**src/rtl/decode_stage_if.sv**
```systemverilog
// Fetch/execute handshake bundle around decode_stage.
// slave = the decode stage, master = its fetch/execute neighbours.
interface decode_stage_if;
  logic        if_valid;
  logic        if_ready;
  logic [31:0] if_instr;
  logic        ex_valid;
  logic        ex_ready;
  logic [31:0] ex_instr;
  logic [31:0] ex_in1;
  logic [31:0] ex_in2;
  logic [31:0] ex_imm;
  logic [4:0]  ex_rd;
  logic        ex_is_imm;
  logic        ex_illegal;

  modport slave (
    input  if_valid, if_instr, ex_ready,
    output if_ready, ex_valid, ex_instr,
    output ex_in1, ex_in2, ex_imm,
    output ex_rd, ex_is_imm, ex_illegal
  );

  modport master (
    output if_valid, if_instr, ex_ready,
    input  if_ready, ex_valid, ex_instr,
    input  ex_in1, ex_in2, ex_imm,
    input  ex_rd, ex_is_imm, ex_illegal
  );
endinterface

```
**src/rtl/decode_stage.sv**
```systemverilog
// RV32 decode stage: regfile, I/R-type operand fetch, one-entry output.
// Define DECODE_STAGE_RF_BYPASS_EN for write-before-read on accept.
module decode_stage #(
  parameter logic [31:0] RF_INIT = 32'h0000_0000
) (
  input  logic        clk,
  input  logic        rst_n,
  input  logic        flush,
  input  logic        wb_en,
  input  logic [4:0]  wb_rd,
  input  logic [31:0] wb_data,
  decode_stage_if.slave bus
);

  typedef struct packed {
    logic        valid;
    logic [31:0] instr;
    logic [31:0] in1;
    logic [31:0] in2;
    logic [31:0] imm;
    logic [4:0]  rd;
    logic        is_imm;
    logic        illegal;
  } id_ex_t;

  localparam logic [6:0] OP_IMM = 7'b0010011;
  localparam logic [6:0] OP_REG = 7'b0110011;

  logic [31:0] rf [0:31];
  id_ex_t      q;

  logic        wb_hit;
  logic        accept;
  logic [31:0] instr;
  logic [6:0]  opc;
  logic [2:0]  f3;
  logic [4:0]  rs1;
  logic [4:0]  rs2;
  logic        is_i;
  logic        is_r;
  logic        is_sh;
  logic [31:0] d_in1;
  logic [31:0] d_in2;
  logic [31:0] d_imm;
  logic        d_is_imm;
  logic        d_ill;
  logic        hz1;
  logic        hz2;

  assign wb_hit = wb_en && (wb_rd != 5'd0);

  assign bus.if_ready = (!q.valid || bus.ex_ready) && !flush;
  assign accept       = bus.if_valid && bus.if_ready;

  assign instr = bus.if_instr;
  assign opc   = instr[6:0];
  assign f3    = instr[14:12];
  assign rs1   = instr[19:15];
  assign rs2   = instr[24:20];
  assign is_i  = (opc == OP_IMM);
  assign is_r  = (opc == OP_REG);
  assign is_sh = (f3 == 3'b001) || (f3 == 3'b101);

  function automatic logic [31:0] rd_reg(
    input logic [4:0] a
  );
    logic [31:0] v;
    v = (a == 5'd0) ? 32'd0 : rf[a];
`ifdef DECODE_STAGE_RF_BYPASS_EN
    if (wb_hit && (wb_rd == a))
      v = wb_data;
`endif
    return v;
  endfunction

  always_comb begin
    d_in1    = rd_reg(rs1);
    d_in2    = '0;
    d_imm    = '0;
    d_is_imm = 1'b0;
    d_ill    = 1'b0;
    unique case (1'b1)
      is_i: begin
        d_is_imm = 1'b1;
        // shifts carry shamt, not a signed immediate
        d_imm = is_sh ? {27'b0, instr[24:20]}
                      : {{20{instr[31]}}, instr[31:20]};
      end
      is_r: d_in2 = rd_reg(rs2);
      default: d_ill = 1'b1;
    endcase
  end

  // forward write-back into a stalled entry so it never goes stale
  assign hz1 = wb_hit && (wb_rd == q.instr[19:15]);
  assign hz2 = wb_hit && !q.is_imm && !q.illegal
             && (wb_rd == q.instr[24:20]);

  always_ff @(posedge clk or negedge rst_n) begin
    if (!rst_n) begin
      for (int i = 0; i < 32; i++)
        rf[i] <= RF_INIT;
    end else if (wb_hit) begin
      rf[wb_rd] <= wb_data;
    end
  end

  always_ff @(posedge clk or negedge rst_n) begin
    if (!rst_n) begin
      q <= '0;
    end else if (flush) begin
      q.valid <= 1'b0;
    end else if (accept) begin
      q.valid   <= 1'b1;
      q.instr   <= instr;
      q.in1     <= d_in1;
      q.in2     <= d_in2;
      q.imm     <= d_imm;
      q.rd      <= instr[11:7];
      q.is_imm  <= d_is_imm;
      q.illegal <= d_ill;
    end else if (q.valid && bus.ex_ready) begin
      q.valid <= 1'b0;
    end else if (q.valid) begin
      if (hz1) q.in1 <= wb_data;
      if (hz2) q.in2 <= wb_data;
    end
  end

  assign bus.ex_valid   = q.valid;
  assign bus.ex_instr   = q.instr;
  assign bus.ex_in1     = q.in1;
  assign bus.ex_in2     = q.in2;
  assign bus.ex_imm     = q.imm;
  assign bus.ex_rd      = q.rd;
  assign bus.ex_is_imm  = q.is_imm;
  assign bus.ex_illegal = q.illegal;

endmodule

```
**src/flat_wrapper.sv**
```systemverilog
// flat-port wrapper written by rule: the top's interface ports become plain ports
module decode_stage_flat 
#(
  parameter logic [31:0] RF_INIT = 32'h0000_0000
)
  (clk, rst_n, flush, wb_en, wb_rd, wb_data, bus_if_valid, bus_if_instr, bus_ex_ready, bus_if_ready, bus_ex_valid, bus_ex_instr, bus_ex_in1, bus_ex_in2, bus_ex_imm, bus_ex_rd, bus_ex_is_imm, bus_ex_illegal);
  decode_stage_if bus_i ();
  input  logic clk;
  input  logic rst_n;
  input  logic flush;
  input  logic wb_en;
  input  logic [4:0] wb_rd;
  input  logic [31:0] wb_data;
  input wire logic [$bits(bus_i.if_valid)-1:0] bus_if_valid;
  input wire logic [$bits(bus_i.if_instr)-1:0] bus_if_instr;
  input wire logic [$bits(bus_i.ex_ready)-1:0] bus_ex_ready;
  output wire logic [$bits(bus_i.if_ready)-1:0] bus_if_ready;
  output wire logic [$bits(bus_i.ex_valid)-1:0] bus_ex_valid;
  output wire logic [$bits(bus_i.ex_instr)-1:0] bus_ex_instr;
  output wire logic [$bits(bus_i.ex_in1)-1:0] bus_ex_in1;
  output wire logic [$bits(bus_i.ex_in2)-1:0] bus_ex_in2;
  output wire logic [$bits(bus_i.ex_imm)-1:0] bus_ex_imm;
  output wire logic [$bits(bus_i.ex_rd)-1:0] bus_ex_rd;
  output wire logic [$bits(bus_i.ex_is_imm)-1:0] bus_ex_is_imm;
  output wire logic [$bits(bus_i.ex_illegal)-1:0] bus_ex_illegal;
  assign bus_i.if_valid = bus_if_valid;
  assign bus_i.if_instr = bus_if_instr;
  assign bus_i.ex_ready = bus_ex_ready;
  assign bus_if_ready = bus_i.if_ready;
  assign bus_ex_valid = bus_i.ex_valid;
  assign bus_ex_instr = bus_i.ex_instr;
  assign bus_ex_in1 = bus_i.ex_in1;
  assign bus_ex_in2 = bus_i.ex_in2;
  assign bus_ex_imm = bus_i.ex_imm;
  assign bus_ex_rd = bus_i.ex_rd;
  assign bus_ex_is_imm = bus_i.ex_is_imm;
  assign bus_ex_illegal = bus_i.ex_illegal;
  decode_stage #(.RF_INIT(RF_INIT)) u_core (.clk(clk), .rst_n(rst_n), .flush(flush), .wb_en(wb_en), .wb_rd(wb_rd), .wb_data(wb_data), .bus(bus_i));
endmodule
```
**config.mk**
```make
export PLATFORM = sky130hd
export DESIGN_NAME = decode_stage_flat
export DESIGN_NICKNAME = d
export VERILOG_FILES = /design/src/rtl/decode_stage_if.sv /design/src/rtl/decode_stage.sv /design/src/flat_wrapper.sv
export SDC_FILE = /design/constraint.sdc
export NUM_CORES = 2
export LEC_CHECK = 0
export ABC_CLOCK_PERIOD_IN_PS = 4740
export CORE_UTILIZATION = 53
export DETAILED_ROUTE_END_ITERATION = 7
export PLACE_DENSITY = 0.71
export SLEW_MARGIN = 10
export SYNTH_ARGS = -nofsm -noshare
export SYNTH_HDL_FRONTEND = slang
export SYNTH_SLANG_ARGS = --single-unit
```
**constraint.sdc**
```tcl
create_clock -name clk -period 4.74 [get_ports clk]
set_clock_uncertainty 0.05 [all_clocks]
set_input_delay 0.948 -clock clk [delete_from_list [all_inputs] [get_ports clk]]
set_output_delay 0.948 -clock clk [all_outputs]
set_load 0.01 [all_outputs]
```
Yosys cells after proc, flatten, opt, wreduce, memory -nomap -nowiden
Cells that the tools add are included.
{"block": "classes", "magnitude_cmp": 4, "n_eq_ne": 7, "muxes": 24, "n_bitwise": 4, "reduce_logical": 26}
{"operator": "$bwmux 1024", "n": 1}
{"operator": "$mux 32", "n": 12}
{"operator": "$bmux 32 s5", "n": 2}
{"operator": "$mux 64", "n": 3}
{"operator": "$demux 32 s5", "n": 1}
{"operator": "$ge 6x6->1 const B", "n": 3}
{"operator": "$not 5->6", "n": 3}
{"operator": "$eq 5x5->1", "n": 2}
{"operator": "$logic_not 5->1", "n": 2}
{"operator": "$logic_and 1x1->1", "n": 9}
{"operator": "$reduce_and 4->1", "n": 2}
{"operator": "$eq 7x5->1 const B", "n": 1}
{"operator": "$eq 7x6->1 const B", "n": 1}
{"operator": "$lt 6x1->1 const B", "n": 1}
{"operator": "$reduce_bool 2->1", "n": 3}
{"operator": "$mux 1", "n": 5}
{"operator": "$reduce_bool 5->1", "n": 1}
{"operator": "$logic_not 1->1", "n": 4}
{"operator": "$eq 3x1->1 const B", "n": 1}
{"operator": "$eq 3x3->1 const B", "n": 1}
{"operator": "$reduce_bool 3->1", "n": 1}
{"operator": "$logic_or 1x1->1", "n": 2}
{"operator": "$ne 2x1->1 const B", "n": 1}
{"operator": "$reduce_and 2->1", "n": 1}
{"operator": "2 further kinds", "n": 2}
{"block": "totals", "regBits": 1160, "inputBits": 75, "out_inout_bits": 137, "wordCells": 105}

Logic depth before layout (Yosys ltp)
{"block": "depth", "ltp_word": 9, "mapped_depth": 9}

Worst setup path before layout
OpenSTA, ideal clock, no wires.
{"block": "synth_path", "path_type": "input-to-reg", "startpoint": "in bus_if_instr[16]", "endpoint": "reg u_core.q, in the netlist u_core.bus.ex_in1[11]", "setup_time_ps": 150, "arrival_time_ps": 2604, "t_required_ps": 4540, "setup_slack_ps": 1937, "cell_stages": 7, "path_buffers": 3, "cell_sequence": "buf_4 > buf_6 > clkbuf_1 > mux4_2 > a22o_1 > a2111oi_2 > a41oi_1"}
{"block": "synth_between", "elab_chain_len": 6, "elab_cells_between_ends": 7, "classes_between": "mux (5); bitwise (1); reduce/logical (1)"}
{"item": "from (decl)", "line_no": "flat_wrapper.sv:15", "source": "input wire logic [$bits(bus_i.if_instr)-1:0] bus_if_instr;"}
{"item": "$not 5->6 (not written as such)", "line_no": "decode_stage.sv:68", "source": "v = (a == 5'd0) ? 32'd0 : rf[a];"}
{"item": "$bmux 32 s5", "line_no": "decode_stage.sv:68"}
{"item": "$mux 32 (not written as such) (2 in a row)", "line_no": "decode_stage.sv:68"}
{"item": "$mux 32 *", "line_no": "decode_stage.sv:68"}
{"item": "$mux 64 *", "line_no": "decode_stage.sv:113", "source": "end else if (accept) begin"}
{"item": "to (decl)", "line_no": "decode_stage.sv:30", "source": "id_ex_t q;"}
Mark *: on every way between the ends. The rest lies on a longest branch, timed or not. The select of a mux whose other input is x is not followed.
A chain may end at the register's enable or synchronous reset.

Worst setup path in the final report
{"block": "layout_path", "startpoint": "in bus_ex_ready", "endpoint": "out bus_if_ready"}
{"block": "layout_between", "elab_chain_len": 2}
{"item": "from (decl)", "line_no": "flat_wrapper.sv:16", "source": "input wire logic [$bits(bus_i.ex_ready)-1:0] bus_ex_ready;"}
{"item": "$logic_or 1x1->1", "line_no": "decode_stage.sv:52", "source": "assign bus.if_ready = (!q.valid || bus.ex_ready) && !flush;"}
{"item": "$logic_and 1x1->1", "line_no": "decode_stage.sv:52"}
{"item": "to (decl)", "line_no": "flat_wrapper.sv:17", "source": "output wire logic [$bits(bus_i.if_ready)-1:0] bus_if_ready;"}
Every way passes these cells.

==> flow_summary.json <==
{
  "outcome": "finished, final reports clean",
  "maxCapViolations": 0,
  "async_flop_share_pct": 100,
  "drc": 0,
  "final_layout_size_suffix_gt1_share_pct": 47.7,
  "place_worst_setup_slack_ps": 647,
  "io-pin-count": 212,
  "tightestPinTransition_ps": 1290,
  "synthAdderAreaFrac_pct": 0,
  "grtUsageTotal_pct": 32.9,
  "syn_nets": 4302,
  "slowest_delay_ps": 610,
  "synth_edf_count": 0,
  "synth_compound_area_share_pct": 6.16,
  "rows": 122,
  "htree_levels": 4,
  "area_delta_synth_final_pct": 14.4,
  "seqPwrFrac_pct": 44.9,
  "antenna_found_initial": 1,
  "clkPwrFrac_pct": 36.4,
  "routed_wl_mm": 184,
  "grtUsageMet2_pct": 50.4,
  "synthMuxAreaShare_pct": 38.3,
  "synth_warnings": 0,
  "vias": 39900,
  "grt_pass1_vias": 40600,
  "layout_common_cells": "mux2_2, dfrtp_1, mux4_2, clkdlybuf4s50_1, buf_4",
  "start_kind": "primary input",
  "start_util_pct": 53.6,
  "numCtsBuffers": 131,
  "maxSlewHeadroom_pct": 14.0,
  "drt_iter0_drc": 4012,
  "p_comb_share_pct": 18.7,
  "leakagePower_nw": 28.7,
  "ys_seq_area_share_pct": 47.7,
  "crit_required_ps": 3740,
  "dieArea_um2": 114000,
  "worstSetupPathType": "primary input to output port",
  "max_freq_mhz": 279,
  "grt_max_degree": 126,
  "synth_cells": 4227,
  "yosys.area_share.simple_pct": 3.63,
  "die_h_um": 337,
  "cts_root_buf": "clkbuf_16",
  "finalCritPeriodShare_pct": 75.6,
  "synthTopCellsByArea": "dfrtp_1, mux2_2, mux4_2",
  "use_met3_pct": 7.50,
  "p_switching_w": 0.00751,
  "grt_util_met1_pct": 46.0,
  "layout_commonest_cell": "mux2_2",
  "hp-class": "primary input to async pin",
  "syn_avg_cell_area_um2": 14.1,
  "first_pass_iters": 8,
  "hold_viol_final": 0,
  "clock_path_buffers": 3,
  "crit_slowest_cell": "clkdlybuf4s50_1",
  "r2r-start": "u_core.bus.ex_valid",
  "io_buffers": 211,
  "drv_slew": 0,
  "worst_slack_ps": 1150,
  "fin_setup_tns_ps": 0,
  "final_cells": 5864,
  "period_needed_ps": 3590,
  "rsz0062_at_grt": "false",
  "whs_ps": 205,
  "crit_start": "bus_ex_ready",
  "cts_setup_buffers": 0,
  "p_int_w": 0.0210,
  "grt-busiest-layer": "met2",
  "synth_area_um2": 59500,
  "cts_resized": 0,
  "dp_cells": 5638,
  "die_x_um": 337,
  "synth_seq_cells": 1135,
  "cts_tree": "yes",
  "wl_per_cell_um": 31.3,
  "antenna_left": 0,
  "globalplace.congestion": 0.838,
  "insertion_delay_ps": 750,
  "critPathMaxFanout": 10,
  "cp_data_arrival_time_ps": 2590,
  "synth_flop_cell": "dfrtp_1",
  "setup_viol": 0,
  "nets": 4358,
  "dp_hpwl_mm": 109,
  "synth_xor_xnor_area_share_pct": 0.147,
  "sw_frac_of_total_pct": 26.4,
  "crit_path_end_kind": "output port",
  "synth_top_area_share_pct": 47.7,
  "grt_pass1_wl_mm": 275,
  "cp_common_cell": "clkdlybuf4s50_1",
  "ir_drop_uv": 277,
  "ys_types": 55,
  "core_area_um2": 111000,
  "globalRouteOverflowTotal": 0,
  "synth_top_family_by_area": "multiplexers",
  "viasPerCell": 6.80,
  "postCtsHoldBufs": 0,
  "synth_largest_area_cell": "dfrtp_1",
  "n_antenna_cell": 0,
  "clock-sinks": 1135,
  "clk_pin_slew_ps": 50,
  "power.density_nw_per_um2": 418,
  "path_cells": "clkdlybuf4s50_1 -> nor2b_1 -> buf_4 -> nor2_1 -> clkdlybuf4s50_1"
}
[logic make-up after synthesis]
family | count (synthesis)
mux | 1662
flops | 1135
buf+inv | 518
xor+xnor | 10
simple gates | 425
compound gates | 477
[flip-flops by register name (all words and copies together), names as in the netlist]
register	flops
u_core.bus.ex_in2	32
u_core.bus.ex_rd	4
u_core.bus.ex_instr	28
u_core.bus.ex_valid	1
u_core.bus.ex_illegal	1
u_core.bus.ex_is_imm	1
u_core.bus.ex_in1	32
u_core.bus.ex_imm	12
u_core.rf	1024
[synthesized netlist by cell type (2+ instances only)]
cell	instances
mux2_2	1238
dfrtp_1	1135
mux4_2	367
clkbuf_1	251
buf_2	115
nand2_1	104
nor3_1	85
nor2_1	83
o21ai_0	83
nor2b_1	82
o22ai_1	73
a211oi_1	72
a22o_1	63
buf_1	55
buf_4	43
a22oi_1	36
inv_1	33
mux2i_1	33
o211ai_1	33
nor3b_1	29
a32oi_1	26
a41oi_1	26
a2111oi_2	25
mux2_1	24
o41ai_1	24
buf_6	19
nand2b_1	12
xnor2_1	9
nor4_1	6
a31oi_1	5
nand4b_1	4
and2_1	3
nand3_1	3
nand4_1	3
o211a_1	3
nor4b_2	2
or4_1	2
[final timing paths]
path	endpoint	slack (ps)	cells after the start
hold / removal	u_core.rf[172]	210	1
min in group clk	u_core.rf[1002]	340	0
hold reg to reg	u_core.rf[1002]	340	0
max in group asynchronous	u_core.rf[577]	3180	2
setup / recovery	bus_if_ready	1150	5
setup reg to reg	u_core.bus.ex_in1[19]	2020	7
[through the flow]
step	util [%]	area [um^2]	power, W
finish	61.3	68100	0.0285
global route	61.3	68100	0.0296
CTS	61.3	68100	0.0285
detailed placement	57.4	63700	0.0182
global placement	57.4	63700	0.0179
floorplan	-	59500	0.0164
[power by group through the flow]
stage | clock, W | sequential, W | combinational, W
after detailed placement | 0 | 0.0129 | 0.00528
after global routing | 0.0109 | 0.0130 | 0.00567
final | 0.0104 | 0.0128 | 0.00531
after CTS | 0.0105 | 0.0127 | 0.00531
after floorplan | 0 | 0.0124 | 0.00392
after global placement | 0 | 0.0128 | 0.00515
[metal layers]
| layer | share of wire (%) | up-vias |
|---|---|---|
| met1 | 41 | 21200 |
| met4 | 3.9 | 0 |
| met3 | 9.3 | 424 |
| li1 | - | 16200 |
| met2 | 46 | 2036 |
| met5 | 0 | - |
[final cells by class]
cell class	instances	area, um^2
Clock buffer	197	4020
Clock inverter	29	382
Fill cell	8420	42900
Inverter	34	128
Multi-Input combinational cell	2574	29000
Sequential cell	1135	28400
Tap cell	1488	1860
Timing Repair Buffer	407	4250
[worst max-delay path: cells and delay by family]
| kind | cells | cell delay, ps |
|---|---|---|
| buffers and inverters | 3 | 1360 |
| AND/OR/NAND/NOR | 2 | 270 |
Note: power is estimated with default switching activity, not from simulation.
